### config.mk
export PLATFORM = sky130hd
export DESIGN_NAME = program_loader
export DESIGN_NICKNAME = d
export VERILOG_FILES = /design/src/rtl/program_loader.sv
export SDC_FILE = /design/constraint.sdc
export NUM_CORES = 1
export LEC_CHECK = 0
export ABC_AREA = 1
export BUFFER_PORTS_ARGS = -buffer_cell sky130_fd_sc_hd__buf_2
export CORE_ASPECT_RATIO = 0.75
export CORE_MARGIN = 5
export CORE_UTILIZATION = 50
export DETAILED_ROUTE_END_ITERATION = 7
export GPL_ROUTABILITY_DRIVEN = 0
export PLACE_DENSITY_LB_ADDON = 0.25
export SYNTH_ARGS = -nofsm -noshare
export SYNTH_HDL_FRONTEND = slang
export SYNTH_SLANG_ARGS = --single-unit
### constraint.sdc
create_clock -name clock -period 4.3 [get_ports clock]
set_clock_uncertainty 0.1 [all_clocks]
set_input_delay 0.215 -clock clock [delete_from_list [all_inputs] [get_ports clock]]
set_output_delay 0.215 -clock clock [all_outputs]
set_load 0.02 [all_outputs]
### src/rtl/program_loader.sv
// rtl/program_loader.sv - length/payload/checksum byte-stream loader that writes a RAM image and holds the CPU.
// Registered outputs are recomputed from the next state so they change on the same edge as the FSM.
module program_loader (
  input  logic       clock,
  input  logic       reset,
  input  logic       start,
  input  logic       in_valid,
  input  logic [7:0] in_data,
  output logic       in_ready,
  output logic [7:0] ram_data,
  output logic [7:0] ram_addr,
  output logic       ram_we,
  output logic       cpu_hold,
  output logic       busy,
  output logic       done,
  output logic       error,
  output logic [7:0] byte_count
);

  typedef enum logic [2:0] {
    ST_IDLE = 3'd0,
    ST_LEN  = 3'd1,
    ST_LOAD = 3'd2,
    ST_CHK  = 3'd3,
    ST_DONE = 3'd4,
    ST_ERR  = 3'd5
  } state_t;

  state_t     state_q, state_d;
  logic [7:0] count_q, count_d;
  logic [7:0] xor_q, xor_d;
  logic [7:0] len_q, len_d;
  logic [7:0] ram_data_q, ram_data_d;
  logic [7:0] ram_addr_q, ram_addr_d;
  logic       ram_we_q, ram_we_d;
  logic       in_ready_q, in_ready_d;
  logic       busy_q, busy_d;
  logic       cpu_hold_q, cpu_hold_d;
  logic       done_q, done_d;
  logic       error_q, error_d;
  logic       xfer;

  assign xfer = in_valid && in_ready_q;

  always_comb begin
    state_d    = state_q;
    count_d    = count_q;
    xor_d      = xor_q;
    len_d      = len_q;
    ram_we_d   = 1'b0;
    ram_data_d = ram_data_q;
    ram_addr_d = ram_addr_q;

    case (state_q)
      ST_IDLE, ST_DONE, ST_ERR: begin
        if (start) begin
          state_d = ST_LEN;
          count_d = 8'd0;
          xor_d   = 8'd0;
        end
      end
      ST_LEN: begin
        if (xfer) begin
          len_d   = in_data;
          state_d = (in_data == 8'd0) ? ST_ERR : ST_LOAD;
        end
      end
      ST_LOAD: begin
        if (xfer) begin
          // The byte count doubles as the write pointer: addresses run 0..L-1.
          ram_we_d   = 1'b1;
          ram_data_d = in_data;
          ram_addr_d = count_q;
          count_d    = count_q + 8'd1;
          xor_d      = xor_q ^ in_data;
          if (count_q + 8'd1 == len_q) begin
            state_d = ST_CHK;
          end
        end
      end
      ST_CHK: begin
        if (xfer) begin
          state_d = (in_data == xor_q) ? ST_DONE : ST_ERR;
        end
      end
      default: state_d = ST_IDLE;
    endcase

    in_ready_d = (state_d == ST_LEN) || (state_d == ST_LOAD) || (state_d == ST_CHK);
    busy_d     = in_ready_d;
    cpu_hold_d = in_ready_d || (state_d == ST_ERR);
    done_d     = (state_d == ST_DONE);
    error_d    = (state_d == ST_ERR);
  end

  always_ff @(posedge clock) begin
    if (reset) begin
      state_q    <= ST_IDLE;
      count_q    <= 8'd0;
      xor_q      <= 8'd0;
      len_q      <= 8'd0;
      ram_we_q   <= 1'b0;
      ram_data_q <= 8'd0;
      ram_addr_q <= 8'd0;
      in_ready_q <= 1'b0;
      busy_q     <= 1'b0;
      cpu_hold_q <= 1'b0;
      done_q     <= 1'b0;
      error_q    <= 1'b0;
    end else begin
      state_q    <= state_d;
      count_q    <= count_d;
      xor_q      <= xor_d;
      len_q      <= len_d;
      ram_we_q   <= ram_we_d;
      ram_data_q <= ram_data_d;
      ram_addr_q <= ram_addr_d;
      in_ready_q <= in_ready_d;
      busy_q     <= busy_d;
      cpu_hold_q <= cpu_hold_d;
      done_q     <= done_d;
      error_q    <= error_d;
    end
  end

  assign in_ready   = in_ready_q;
  assign ram_data   = ram_data_q;
  assign ram_addr   = ram_addr_q;
  assign ram_we     = ram_we_q;
  assign cpu_hold   = cpu_hold_q;
  assign busy       = busy_q;
  assign done       = done_q;
  assign error      = error_q;
  assign byte_count = count_q;

endmodule

==> results.ini <==
[outcome]
run_status=finished clean

[synth]
yosys.area_share.simple_pct=30.9
syn-mean-instance-area_um2=7.07
synth-compound-area-share_pct=15.2
yosys_register_bits=48
synthMuxAreaShare_pct=0
synth_cells=324
synth_top_family_by_area=simple AND/OR/NAND/NOR gates
syn_area_um2=2290
yosysUniqueCellTypes=27
synthAdderAreaFrac_pct=0.546
synth_warnings=0
synth_seq_area_share_pct=42.0
synth-xor-area-share_pct=1.53
syn-num-nets=337

[grt]
grt_max_degree=45
grtUsageTotal_pct=18.9
grt_pass1_vias=1939
antenna_found_initial=0
grt_pass1_wl_um=9030
overflow=0

[timing]
slew_headroom_pct=48.0
setup_tns_ns=0
fin_crit_sh_pct=44.5
max_clock_freq_mhz=523
rsz0062_at_grt=no
fin_crit_ns=1.91
whs_ns=0.112
hold_viol_final=0
finalSetupViolations=0
maxSlewViolCount=0
tightest_slew_ns=0.781

[worst_setup_path]
startpoint_type=flop
critPathCaptureType=flop
critPathRequiredTime_ns=4.44
worst-endpoint-arrival_ns=2.05
crit_path_max_fanout=6
critPathKind=flop to flop
reg2reg_slack_ns=2.39

[power]
p_clk_share_pct=32.3
switching_power_mw=0.211
ir_drop_v=0.000171
switching_share_pct=26.5
combPwrFrac_pct=10.3
power.leakage_nw=1.14
intPower_mw=0.588
p_seq_share_pct=57.4
p_per_area_nw_per_um2=313

[clock_tree]
htreeDepth=2
clkTransAtPathRegs_ns=0.09
clockRootBuffer=clkbuf_8
post_cts_buffers=0
cts_buffer_depth=2
cts.sinks=48
insertion_delay_ns=0.30
numCtsBuffers=5
cts.hold.buffers_added=0
tritoncts=built
post_cts_resized=0

[floorplan]
core_um2=4440
initial_core_util_pct=51.6
dieArea_um2=6050
die_y_um=68.6
ios=42
num_rows=21
die_x_um=88.1

[route]
routed_wirelength_um=5360
via_count=2139
drt_iter0_drc=217
drtAntennaViolNets=0
routedWlPerCell_um=12.9
drc=0
vias_per_cell=5.15
firstDrtPassIters=4

[layout]
nNetsFinal=371
multi_input_area_um2=1100
final_core_util_pct=57.5
antenna_cells=0
nFillCells=429
final-seq-area_um2=961
drive_above_1_share_pct=19.6
area_delta_synth_final_pct=11.5

[min_path]
hold_path_class=input pin to flop

[placed_design]
portBuffers=41
dp_hpwl_um=3830

[flow_run]
drv_cap=0

==> cell usage in the layout, fill, tap and decap left out, drive strengths merged <==
master  netlist  routed
nand2        91      91
dfxtp        48      48
a21oi        42      42
buf          10      41
inv          36      36
nand3        35      35
o21ai        24      24
nor2         22      22
clkbuf        4       6
nand4         3       3
xor2          3       3
nor3          2       2
xnor2         1       1
a211oi        1       1
o211ai        1       1
ha            1       1
clkinv        0       1
==> path summary, 6_finish.rpt <==
path | startpoint | cells past startpoint | end
min | in_data[7] | 3 | ram_data[7]$_SDFFE_PP0P_
min reg2reg | ram_data[7]$_SDFFE_PP0P_ | 2 | ram_data[7]$_SDFFE_PP0P_
max reg2reg | byte_count[1]$_SDFFE_PP0P_ | 11 | busy$_SDFF_PP0_
max | byte_count[1]$_SDFFE_PP0P_ | 11 | busy$_SDFF_PP0_
==> synthesized netlist by cell type <==
cell,number,share of area [%]
nand2_1,82,13
dfxtp_1,48,42
a21oi_1,42,9.2
nand3_1,33,7.2
inv_1,32,5.2
o21ai_0,23,5.0
nor2_1,16,2.6
nand2_2,8,2.2
buf_2,5,1.1
inv_2,4,0.66
buf_6,3,1.5
clkbuf_1,3,0.49
nand4_1,3,0.82
nor2_2,3,0.82
nor2_4,3,1.5
xor2_1,3,1.1
buf_4,2,0.66
nand3_2,2,0.87
a211oi_1,1,0.33
clkbuf_2,1,0.22
ha_1,1,0.55
nand2_4,1,0.49
nor3_1,1,0.22
nor3_4,1,0.71
o211ai_1,1,0.33
o21ai_2,1,0.38
xnor2_1,1,0.38
==> registers in the layout (all words and copies together) (netlist names) <==
register / count
busy: 1
byte_count: 8
cpu_hold: 1
done: 1
error: 1
len_q: 8
ram_addr: 8
ram_data: 8
ram_we: 1
state_q: 3
xor_q: 8
==> cells by family after synthesis <==
group	after synthesis
adders and majority gates	1
xor gates and xnor gates	4
DFF	48
AOI/OAI and AO/OA	68
and+or+nand+nor	153
buffers and inverters	50
==> per-layer routing <==
layer	global-route usage [%]	wire length, µm	vias up
met5	0	0	-
met4	4.72	32	0
met3	3.92	297	4
met2	30.2	2340	50
met1	26.4	2690	973
li1	-	-	1112
==> power groups by stage <==
stage | Sequential (mW) | Clock [mW] | Combinational [mW]
after global placement | 0.469 | 0 | 0.0815
final | 0.459 | 0.258 | 0.0826
after detailed placement | 0.470 | 0 | 0.0818
after global routing | 0.460 | 0.277 | 0.0935
after floorplan | 0.473 | 0 | 0.0548
after CTS | 0.459 | 0.260 | 0.0822
==> area by class of cell <==
class / count / area share, %
repair buffers: 41 / 8.04
multi-input cells: 226 / 43.2
clock inverters: 1 / 0.196
clock buffers: 6 / 2.84
flip-flops and latches: 48 / 37.6
inverters: 36 / 5.29
well taps: 57 / 2.79
==> critical path: stages (launching register included) <==
cell and delay (ns):
dfxtp_1 0.48, ha_1 0.31, nand2_2 0.13, nor2_4 0.13
nand3_1 0.09, nand3_1 0.10, nand3_1 0.09, nor2_2 0.12
nand2_2 0.08, nand3_1 0.07, nand2_1 0.06, nor2_1 0.10
==> through the flow <==
step	worst slack, ns	power (mW)	cell area [µm²]	std cells
6_report	2.39	0.799	2550	415
3_3_place_gp	2.49	0.551	2480	408
4_1_cts	2.41	0.801	2550	415
2_1_floorplan	2.47	0.528	2290	324
5_1_grt	2.15	0.830	2550	415
3_5_place_dp	2.44	0.551	2480	408
Note: power is estimated with default switching activity, not from simulation.
